[config.mk]
export PLATFORM = sky130hd
export DESIGN_NAME = digit_serial_adder
export DESIGN_NICKNAME = d
export VERILOG_FILES = /design/src/rtl/digit_serial_adder.sv
export SDC_FILE = /design/constraint.sdc
export NUM_CORES = 1
export LEC_CHECK = 0
export CORE_MARGIN = 2
export CORE_UTILIZATION = 55
export CTS_CLUSTER_SIZE = 24
export DETAILED_ROUTE_END_ITERATION = 8
export PLACE_DENSITY = 0.92
export REMOVE_ABC_BUFFERS = 1
export SYNTH_ARGS = -nofsm -noshare
export SYNTH_HDL_FRONTEND = slang
export SYNTH_SLANG_ARGS = --single-unit
export TNS_END_PERCENT = 20
[constraint.sdc]
create_clock -name clk -period 3.1 [get_ports clk]
set_input_delay 0.62 -clock clk [delete_from_list [all_inputs] [get_ports clk]]
set_output_delay 0.62 -clock clk [all_outputs]
set_load 0.02 [all_outputs]
[src/rtl/digit_serial_adder.sv]
`default_nettype none
// ============================================================================
// Module : digit_serial_adder
// Multi-cycle WIDTH-bit add/subtract engine, DIGIT bits per clock.
// It has a start/done handshake and registered carry, overflow and zero flags.
// Rev    : 1.0
// ============================================================================
module digit_serial_adder #(
  parameter int WIDTH = 8,
  parameter int DIGIT = 1
) (
  input  logic             clk,
  input  logic             rst,
  input  logic             start,
  input  logic [WIDTH-1:0] A,
  input  logic [WIDTH-1:0] B,
  input  logic             Cin,
  input  logic             Sub,
  output logic             busy,
  output logic             done,
  output logic [WIDTH-1:0] S,
  output logic             Cout,
  output logic             V,
  output logic             Z
);

  localparam int            N      = WIDTH / DIGIT;
  localparam int            CW     = (N > 1) ? $clog2(N) : 1;
  localparam logic [CW-1:0] C_LAST = CW'(N - 1);

  generate
    if ((WIDTH < 2) || (DIGIT < 1) || ((WIDTH % DIGIT) != 0)) begin : g_param_check
      $error("digit_serial_adder: WIDTH must be >= 2 and an integer multiple of DIGIT");
    end
  endgenerate

  typedef enum logic [0:0] {
    IDLE = 1'b0,
    RUN  = 1'b1
  } state_t;

  state_t           r_state;
  state_t           w_state_next;
  logic             w_accept;
  logic             w_last;

  logic [WIDTH-1:0] r_a;
  logic [WIDTH-1:0] r_b;
  logic [WIDTH-1:0] r_acc;
  logic             r_carry;
  logic [CW-1:0]    r_cnt;

  logic             r_done;
  logic [WIDTH-1:0] r_s;
  logic             r_cout;
  logic             r_v;
  logic             r_z;

  logic [DIGIT:0]   w_dsum;
  logic             w_msb_cin;
  logic [WIDTH-1:0] w_acc_next;

  assign w_dsum = {1'b0, r_a[DIGIT-1:0]} + {1'b0, r_b[DIGIT-1:0]}
                + {{DIGIT{1'b0}}, r_carry};

  // Carry into the top bit of the digit, recovered from its sum and operand bits.
  assign w_msb_cin = w_dsum[DIGIT-1] ^ r_a[DIGIT-1] ^ r_b[DIGIT-1];

  generate
    if (N == 1) begin : g_single_digit
      assign w_acc_next = w_dsum[DIGIT-1:0];
    end else begin : g_multi_digit
      assign w_acc_next = {w_dsum[DIGIT-1:0], r_acc[WIDTH-1:DIGIT]};
    end
  endgenerate

  always_comb begin
    w_state_next = r_state;
    w_accept     = 1'b0;
    w_last       = 1'b0;
    case (r_state)
      IDLE: begin
        if (start) begin
          w_accept     = 1'b1;
          w_state_next = RUN;
        end
      end
      RUN: begin
        if (r_cnt == C_LAST) begin
          w_last       = 1'b1;
          w_state_next = IDLE;
        end
      end
      default: w_state_next = IDLE;
    endcase
  end

  always_ff @(posedge clk) begin
    if (rst) begin
      r_state <= IDLE;
    end else begin
      r_state <= w_state_next;
    end
  end

  always_ff @(posedge clk) begin
    if (rst) begin
      r_a     <= '0;
      r_b     <= '0;
      r_acc   <= '0;
      r_carry <= 1'b0;
      r_cnt   <= '0;
      r_done  <= 1'b0;
      r_s     <= '0;
      r_cout  <= 1'b0;
      r_v     <= 1'b0;
      r_z     <= 1'b0;
    end else begin
      r_done <= w_last;
      if (w_accept) begin
        r_a     <= A;
        r_b     <= Sub ? ~B : B;
        r_carry <= Sub ? ~Cin : Cin;
        r_cnt   <= '0;
      end else if (r_state == RUN) begin
        r_a     <= r_a >> DIGIT;
        r_b     <= r_b >> DIGIT;
        r_acc   <= w_acc_next;
        r_carry <= w_dsum[DIGIT];
        r_cnt   <= r_cnt + CW'(1);
        if (w_last) begin
          r_s    <= w_acc_next;
          r_cout <= w_dsum[DIGIT];
          r_v    <= w_msb_cin ^ w_dsum[DIGIT];
          r_z    <= (w_acc_next == '0);
        end
      end
    end
  end

  assign busy = (r_state == RUN);
  assign done = r_done;
  assign S    = r_s;
  assign Cout = r_cout;
  assign V    = r_v;
  assign Z    = r_z;

endmodule
`default_nettype wire

# Word level (Yosys, flattened, before mapping)
# Index checks and enable logic that the tools add are counted.
dict set report totals {
  inputBits 21
  reg_bits 41
}
dict set report classes {
  reduce_logical 5
  addsub 3
  n_bitwise 7
  n_eq_ne 1
  mux 14
}
# op count
set ops {}
lappend ops {{$mux 8} 5}
lappend ops {{$logic_not 8->1} 1}
lappend ops {{$mux 1} 8}
lappend ops {{$not 8->8} 1}
lappend ops {{$add 3x1->3 const B} 1}
lappend ops {{$eq 3x3->1 const B} 1}
lappend ops {{$not 1->1} 3}
lappend ops {{$reduce_and 3->1} 1}
lappend ops {{$xor 1x1->1} 3}
lappend ops {{$add 1x1->2} 1}
lappend ops {{$add 2x1->2} 1}
lappend ops {{$pmux 1 s2} 1}
lappend ops {{$reduce_and 2->1} 1}
lappend ops {{$reduce_bool 2->1} 1}
lappend ops {{$reduce_or 2->1} 1}

# Longest topological paths before layout
# Gate-level depths: netlist of run 1.
dict set report depth {
  ltp_word 5
  ltp_mapped 6
  mapped_depth_nobuf 5
}

# Worst setup path after synthesis of run 1
# OpenSTA, ideal clock, no wires.
dict set report synth_timing {
  kind {register to register}
  start {reg r_a[0]}
  end {reg r_v, in the netlist V}
  t_arrival_ps 1335
  path_stages_with_launch 5
  period_less_slack_ps 1421
  t_required_ps 3014
  setup_slack_ps 1679
  cell_sequence {dfxtp_1 > fa_1 > xnor2_1 > xnor2_1 > a211oi_1}
}
dict set report synth_via {
  elab_chain_cells 5
}
# item line
set synth_rtl {}
lappend synth_rtl {{from (decl)} 47} ;# logic [WIDTH-1:0] r_a;
lappend synth_rtl {{from (signal assigned)} 126} ;# r_a <= r_a >> DIGIT;
lappend synth_rtl {{$add 1x1->2} 63} ;# assign w_dsum = {1'b0, r_a[DIGIT-1:0]} + {1'b0, r_b[DIGIT-1:0]}
lappend synth_rtl {{$add 2x1->2} 64} ;# + {{DIGIT{1'b0}}, r_carry};
lappend synth_rtl {{named net w_dsum[0]} 59} ;# logic [DIGIT:0] w_dsum;
lappend synth_rtl {{$xor 1x1->1 (2 in a row)} 67} ;# assign w_msb_cin = w_dsum[DIGIT-1] ^ r_a[DIGIT-1] ^ r_b[DIGIT-1];
lappend synth_rtl {{$xor 1x1->1} 134} ;# r_v <= w_msb_cin ^ w_dsum[DIGIT];
lappend synth_rtl {{to (signal assigned)} 134}
lappend synth_rtl {{to (decl)} 56} ;# logic r_v;
# The timed path passes the listed nets, and every way through them passes these cells.
# A chain may end at the register's enable or synchronous reset.

# Worst setup path in the final report of run 1
dict set report layout_timing {
  start {reg r_state, in the netlist busy}
  end {out busy}
}
# item line
set layout_lines {}
lappend layout_lines {{from (decl)} 42} ;# state_t r_state;
lappend layout_lines {{from (signal assigned)} 102} ;# r_state <= w_state_next;
lappend layout_lines {{to (decl)} 19} ;# output logic busy,
# No word-level cell between the ends.

==> flow_summary_export.csv, run 1 <==
group,metric,value,unit
status,status,"complete, no violations",
worst_setup_path,cp_top_family,"buffers and inverters",
cts,clockRootBuffer,"clkbuf_4",
drt,drc,0,
placement,port_buffers,33,
logic_synthesis,synth-edff-count,0,
cts,cts_resized,0,
worst_setup_path,r2r-start,"busy",
grt,antenna_found_initial,0,
floorplanning,die_w,61.00,um
logic_synthesis,syn-instance-count,181,
worst_hold_path,hold-path-endpoint,"S[0]",
floorplanning,rows,20,
worst_setup_path,r2r_end,"Z",
logic_synthesis,synthFlopType,"dfxtp_1",
pwr,ir_drop,0.0003108,V
timing,whs,0.4623,ns
timing,min_period_over_period,0.6434,
logic_synthesis,synth_area_leader_cell,"dfxtp_1",
floorplanning,core,0.003078,sq mm
worst_setup_path,path_cells,"clkdlybuf4s50_1",
cts,clkTransAtPathRegs,0.12,ns
final_layout,drive_gt1_frac,0.1028,
timing,setup_tns,0,ns
timing,maxSlewViolCount,0,
logic_synthesis,ys_seq_area_frac,0.4482,
drt,wl_per_cell,11.80,um
worst_setup_path,ff2ff_setup_slack,1.50,ns
logic_synthesis,mappedNetlistArea,0.001787,sq mm
worst_setup_path,cp-start-kind,"flip-flop",
cts,cts_tree,"done",
final_layout,diodes,0,
worst_setup_path,r2r_cells,4,
final_layout,layout.nets,237,
timing,report.final.hold_viol_count,0,
floorplanning,ioPinCount,34,
drt,drtPass1Iterations,4,
floorplanning,die_y,61.00,um
logic_synthesis,syn_avg_cell_area,9.871,sq um
cts,cts_setup_buffers,0,
worst_setup_path,path_buf_inv,1,
timing,worst_pin_slew,0.6229,ns
timing,slew_headroom,0.5835,
logic_synthesis,yosysUniqueCellTypes,26,
final_layout,fin_util,0.7077,
cts,clk_latency,0.36,ns
grt,grt_max_degree,33,
cts,htree_levels,2,
timing,fmax,501.3,MHz
timing,report.final.setup_viol,0,
worst_setup_path,cp_slowest_cell,"clkdlybuf4s50_1",
logic_synthesis,yosysMostFrequentCell,"dfxtp_1",
logic_synthesis,ys_ff_latch,40,
grt,grt_pass1_vias,1185,
placement,globalplace.congestion,0.7784,
cts,clock_sinks,40,
drt,vias_per_cell,5.043,
pwr,p_per_area,484.2,mW/mm^2
final_layout,area_growth,21.92,%
cts,ctsHoldBuffers,0,
grt,grtUsageTotal,0.1853,
final_layout,final_area,0.002178,sq mm
logic_synthesis,synth_top_area_frac,0.4482,
flow_run,drv_cap,0,
cts,ctsLongestPathBuffers,2,
worst_hold_path,hold_depth,2,
worst_setup_path,endpoint_kind,"output pin",
logic_synthesis,synthArstFlopShare,0,
worst_setup_path,crit_type,"reg2out",
placement,dpl.hpwl,2103,um
logic_synthesis,synth_area_leaders,"dfxtp_1 (45%), mux2i_1 (14%), nand2_1 (5.9%)",
logic_synthesis,synth_common_cells,"dfxtp_1 (40), nand2_1 (28), mux2i_1 (25)",
pwr,power,1055,uW
drt,wl,3044,um
timing,skew,0.01179,ns
drt,drt_iter0_drc,39,
worst_hold_path,hp-class,"reg2reg",
timing,rsz0062_at_grt,"no",
logic_synthesis,yosys_warnings,0,
grt,grt_pass1_wl,5037,um
worst_setup_path,critPathMaxStageDelay,0.62,ns
worst_setup_path,cp_max_fo,2,
worst_setup_path,cp.arrival,1.37,ns
grt,grt_overflow,0,
pwr,power.leakage,0.0008470,uW
drt,vias,1301,
timing,period_minus_slack,1.995,ns
placement,dpl-instance-area,0.002088,sq mm
floorplanning,initial_utilization,0.5805,
worst_setup_path,crit_required,2.48,ns
worst_hold_path,hp-start,"S[0]",
drt,ant_nets,0,
cts,numCtsBuffers,5,
floorplanning,die-area,0.003720,sq mm
==> stage by stage <==
step	worst slack, ns	std cells
final	1.105	258
after global routing	1.031	258
after CTS	1.090	258
after detailed placement	0.8865	250
after global placement	0.9345	250
after floorplan	1.219	168
==> placed cells by master, fill, tap and decap left out, types with 5 or more instances in the layout <==
cell type and count:
nor2_1 23, buf_4 5, clkdlybuf4s50_1 33, nand2_1 28, dfxtp_1 40, clkbuf_4 5, xor2_1 8, mux2i_1 25
a21oi_1 12, o22ai_1 8
==> state kept, by name, indices dropped and copies added, names as in the netlist <==
register  flops
Z             1
r_a           8
S             8
V             1
Cout          1
r_b           8
busy          1
r_cnt         3
done          1
r_carry       1
r_acc         7
==> tightest hold or removal path, cell delays in order, from the launching register on <==
cell,delay (ns)
dfxtp_1,0.33
nand2_1,0.05
a21oi_1,0.05
==> report_power, final <==
group	switching (uW)	internal (uW)	total (uW)	leakage, uW
registers	13.0	533	546	0.000326
clock network	175	193	368	0.0000484
logic	62.9	77.6	140	0.000473
total	251	804	1050	0.000847
==> layer usage <==
layer / track usage / wire length, um
met1: 0.2278 / 1423
met2: 0.2995 / 1426
met3: 0.04904 / 155
met4: 0.09317 / 38
met5: 0 / 0
==> cell families after synthesis <==
group                      synth area share
and+or+nand+nor                      0.1323
DFF                                  0.4482
muxes                                0.1926
AOI/OAI and AO/OA                   0.07283
buffers and inverters               0.07003
xor gates and xnor gates            0.05882
adders and majority gates           0.02521
==> layout make-up <==
type,count,area (sq um)
Clock buffer,6,51.30
Sequential cell,40,800.8
Multi-Input combinational cell,127,860.8
Inverter,1,3.754
Clock inverter,2,38.79
Timing Repair Buffer,38,367.9
Fill cell,250,899.6
Tap cell,44,55.05
==> worst max-delay path by stage <==
| stage | startpoint | to | cells after the start |
|---|---|---|---|
| 2_1_floorplan | busy | Cout | 3 |
| 4_1_cts | busy | busy | 1 |
| 3_5_place_dp | start | r_a[0] | 4 |
| 6_report | busy | busy | 1 |
| 5_1_grt | busy | busy | 1 |
| 3_3_place_gp | start | r_a[0] | 4 |
No activity file was read; power rests on OpenSTA's default activity.
==> run 2, diff against run 1 <==
--- a/config.mk
+++ b/config.mk
@@ -6,10 +6,10 @@
 export NUM_CORES = 1
 export LEC_CHECK = 0
 export CORE_MARGIN = 2
-export CORE_UTILIZATION = 55
+export CORE_UTILIZATION = 51
 export CTS_CLUSTER_SIZE = 24
 export DETAILED_ROUTE_END_ITERATION = 8
-export PLACE_DENSITY = 0.92
+export PLACE_DENSITY = 0.87
 export REMOVE_ABC_BUFFERS = 1
 export SYNTH_ARGS = -nofsm -noshare
 export SYNTH_HDL_FRONTEND = slang
==> constraint.sdc (replaced) <==
create_clock -name clk -period 2 [get_ports clk]
set_input_delay 0.4 -clock clk [delete_from_list [all_inputs] [get_ports clk]]
set_output_delay 0.4 -clock clk [all_outputs]
set_load 0.02 [all_outputs]
==> flow_summary_export.csv, run 2 (same netlist as run 1, synthesis figures left out) <==
group,metric,value,unit
cts,clk_latency,0.35,ns
final_layout,seq_area,800.8,sq um
final_layout,layout.nets,236,
pwr,power.leakage,0.0008349,uW
pwr,p_comb_frac,0.135,
drt,vias_per_cell,4.977,
worst_setup_path,crit_required,1.60,ns
timing,period_minus_slack,1.738,ns
worst_setup_path,cp-start-kind,"flip-flop",
cts,cts_resized,0,
worst_setup_path,cp_slowest_cell,"clkdlybuf4s50_1",
cts,cts_tree,"done",
pwr,p_clk_frac,0.331,
drt,drc,0,
final_layout,n_fill_cell,313,
worst_hold_path,hp-class,"reg2reg",
worst_setup_path,endpoint_kind,"output pin",
floorplanning,core,0.003363,sq mm
floorplanning,ioPinCount,34,
pwr,internal_power,1206,uW
pwr,p_seq_frac,0.534,
drt,ant_nets,0,
drt,wl,3100,um
floorplanning,die_w,63.19,um
placement,dpl.hpwl,2076,um
timing,report.final.hold_viol_count,0,
final_layout,fin_util,0.6432,
floorplanning,rows,21,
cts,ctsLongestPathBuffers,2,
floorplanning,die-area,0.003993,sq mm
drt,drtPass1Iterations,4,
grt,grt_max_degree,34,
final_layout,drive_gt1_frac,0.09859,
timing,slew_headroom,0.6725,
final_layout,multi_input_area,860.8,sq um
final_layout,area_growth,21.08,%
timing,whs,0.4603,ns
worst_setup_path,path_buf_inv,1,
grt,grt_pass1_wl,5299,um
placement,port_buffers,33,
cts,numCtsBuffers,5,
drt,drt_iter0_drc,36,
grt,antenna_found_initial,0,
cts,clockRootBuffer,"clkbuf_4",
worst_setup_path,path_cells,"clkdlybuf4s50_1",
cts,clock_sinks,40,
final_layout,final_cell_mix,"dfxtp_1 (40), clkdlybuf4s50_1 (33), nand2_1 (28)",
drt,vias,1289,
drt,wl_per_cell,11.97,um
placement,dp_worst_setup_slack,0.1324,ns
timing,fmax,575.3,MHz
worst_setup_path,crit_type,"reg2out",
worst_setup_path,cp.arrival,1.34,ns
grt,grtUsageTotal,0.1656,
floorplanning,initial_utilization,0.5313,
pwr,ir_drop,0.0004488,V
placement,globalplace.congestion,0.7540,
grt,grt_pass1_vias,1207,
timing,maxSlewViolCount,0,
cts,ctsHoldBuffers,0,
cts,clkTransAtPathRegs,0.13,ns
pwr,p_per_area,733.8,mW/mm^2
worst_setup_path,ff2ff_setup_slack,0.45,ns
timing,setup_ws,0.2618,ns
pwr,p_switching,381.1,uW
pwr,power.share.switching,0.2401,
timing,worst_pin_slew,0.4897,ns
timing,min_period_over_period,0.8691,
timing,setup_tns,0,ns
timing,skew,0.01089,ns
flow_run,drv_cap,0,
final_layout,mostFrequentLayoutCell,"dfxtp_1",
timing,report.final.setup_viol,0,
floorplanning,die_y,63.19,um
worst_setup_path,critPathMaxStageDelay,0.61,ns
worst_setup_path,cp_max_fo,2,
timing,rsz0062_at_grt,"no",
grt,grt_overflow,0,
status,status,"complete, no violations",
worst_setup_path,cp_top_family,"buffers and inverters",
cts,cts_setup_buffers,0,
final_layout,diodes,0,
cts,htree_levels,2,
[run 2: per-stage QoR]
stage | power [uW] | instance area (sq um) | std cells
5_1_grt | 1669 | 2163 | 259
3_3_place_gp | 1073 | 2083 | 251
6_report | 1587 | 2163 | 259
3_5_place_dp | 1079 | 2083 | 251
4_1_cts | 1607 | 2163 | 259
2_1_floorplan | 985.2 | 1665 | 168
[run 2: per-layer routing]
layer  up-vias  GRT usage  share of wire
met5         -          0              0
met4         0    0.05707         0.0035
met3         2    0.04821          0.047
met1       586     0.1960           0.45
li1        666          -              -
met2        35     0.2859           0.50
[run 2: worst reg2reg max path, cell delays in order, from the launching register on]
cell and delay (ns):
dfxtp_1 0.38, buf_4 0.38, and2_1 0.44, nor2_1 0.07, a211oi_1 0.20
[run 2: power groups by stage]
stage               sequential [uW]  combinational [uW]  clock (uW)
global route                    852                 233         584
detailed placement              865                 214           0
finish                          848                 214         526
CTS                             848                 216         543
floorplan                       872                 113           0
global placement                864                 209           0
[run 2: path summary, 6_finish.rpt]
check | end | startpoint | cells after the start
setup reg to reg | V | busy | 4
hold / removal | S[1] | S[1] | 2
setup / recovery | busy | busy | 1
hold reg to reg | S[1] | S[1] | 2
[run 2: cell type report]
cell class,count,share of cell area
multi-input combinational,127,0.3979
sequential,40,0.3702
timing repair buffer,37,0.1666
tap,46,0.02661
clock inverter,3,0.01966
clock buffer,5,0.01735
inverter,1,0.001735
==> edit: new RTL, settings of run 1 <==
Make the reset (`rst`) asynchronous in 2 clocked blocks.
--- a/src/rtl/digit_serial_adder.sv
+++ b/src/rtl/digit_serial_adder.sv
@@ -95,7 +95,7 @@
     endcase
   end
 
-  always_ff @(posedge clk) begin
+  always_ff @(posedge clk or posedge rst) begin
     if (rst) begin
       r_state <= IDLE;
     end else begin
@@ -103,7 +103,7 @@
     end
   end
 
-  always_ff @(posedge clk) begin
+  always_ff @(posedge clk or posedge rst) begin
     if (rst) begin
       r_a     <= '0;
       r_b     <= '0;
Behaviour: differs if rst is asserted again (counterexample within 4 cycles, from zero or initial values and one cycle with rst high); with rst held inactive, the same outputs for 10 cycles.
==> edit against run 1 <==
Clock skew shrank 0.0062 ns; synthesized area grew 1.9%; sequential cell count is the same; wire length shrank 0.85%; critical path depth is the same; worst setup slack gained 0.040 ns; final area grew 1.3%; count of clock-buffer cells in the layout shrank 1.
Power is not compared: it rests on default switching activity, and its combinational part moved more than twofold at a synthesized area within 25%.
==> edit: results (changes against run 1) <==
status=complete, no violations; vias per std cell=5.18 (+2.8%); share of cells above drive strength 1=14.5% (+4.2 points); RePlAce Congestion=0.768 (-1.4%); Area contributors post-synth=dfrtp_1 (55%), mux2i_1 (9.3%), mux2_2 (7.4%); WL met2=1.49 mm (+4.4%); initial antenna violation count=0 (unchanged); clk buf depth=2 (unchanged); Critical Path AT=1.33 ns (-0.04 ns); DR WL/cell=13.5 um (+15%); Worst-path clk slew=0.10 ns (-0.02 ns); Final Hold Vio Count=0 (unchanged); final net count=205 (-14%); first-pass GRT wire length=5.29 mm (+4.9%); yosys warns=0 (unchanged); transition time of the tightest slew-check pin=0.485 ns (-0.138 ns); switch share=35.2%; DP Area=2170 um2 (+3.9%); Vias=1,156 (-11%); setup bufs post-CTS=0 (unchanged); GR Util All Layers=19.6% (+1.1 points); register area share after synthesis=55.0% (+10 points); CTS resizes=0 (unchanged); worst-skew pair later-pin latency=0.34 ns (-0.02 ns); list of most frequent post-synthesis cells=dfrtp_1 (40), nand2_1 (19), o21ai_0 (18), mux2i_1 (17), mux2_2 (12); number of DRC markers in iteration 0=29 (-26%); Netlist cell types=21 (-19%); clk root buf=clkbuf_4; dpl hpwl=2.23 mm (+5.9%); largest net degree at the start of global routing=47 (+42%); Placed Cells incl. Taps=218 (-13%); uppermost routed layer=met4; # diodes=0 (unchanged); Worst Path Max Fanout=2 (unchanged); Cells after Synth=147 (-19%); asr flop ratio synth=100% (+100 points); met1 wire length=1.28 mm (-9.8%); Setup Skew=0.00560 ns (-0.00619 ns); DR WL met3=189 um (+22%)
[edit: cell type report]
| cell class | instances | area [um2] |
|---|---|---|
| inverter | 3 | 11.3 |
| sequential | 40 | 1000 |
| multi-input combinational | 95 | 749 |
| clock buffer | 5 | 37.5 |
| tap | 44 | 55.1 |
| timing repair buffer | 36 | 353 |
| fill | 267 | 896 |
[edit: kinds of logic (layout without fill, tap and decap cells)]
kind of cell    after synthesis  count (layout)  share of synthesized area (%)
mux                          34              34                           20.9
fa+ha+maj                     3               3                           2.47
flops                        40              40                           55.0
buf+inv                      12              44                           3.85
xor+xnor                     12              12                           5.77
simple gates                 26              26                           6.19
compound gates               20              20                           5.84
[edit: tightest hold or removal path: stages, from the launching register on]
cell     delay, ns
dfrtp_1       0.36
nand2_1       0.05
o21ai_0       0.06
[edit: final timing paths]
check / startpoint / to / slack (ns) / cells after the start
max: busy / busy / 1.15 / 1
min: Z / Z / 0.49 / 2
max reg2reg: r_a[0] / V / 1.54 / 4
min reg2reg: Z / Z / 0.49 / 2
max in group asynchronous: rst / S[1] / 2.07 / 3
min in group asynchronous: rst / r_b[7] / 0.69 / 3
[edit: metal layers]
layer	global-route usage [%]	vias to the layer above
met3	7.35	7
met1	22.8	554
li1	-	560
met5	0	-
met4	6.38	0
met2	33.5	35
[edit: power groups by stage]
stage                     Combinational (uW)  Clock [uW]  Sequential, uW
after floorplan                          446           0            1000
after global placement                   822           0             881
after detailed placement                 870           0             897
after CTS                                868         233             888
after global routing                     958         253             918
final                                    853         223             886
[edit: metrics by stage]
step / util, % / setup slack, ns
global placement: 69.9 / 1.21
global route: 71.1 / 1.08
detailed placement: 69.9 / 1.09
floorplan: - / 1.27
CTS: 71.1 / 1.13
finish: 71.1 / 1.15
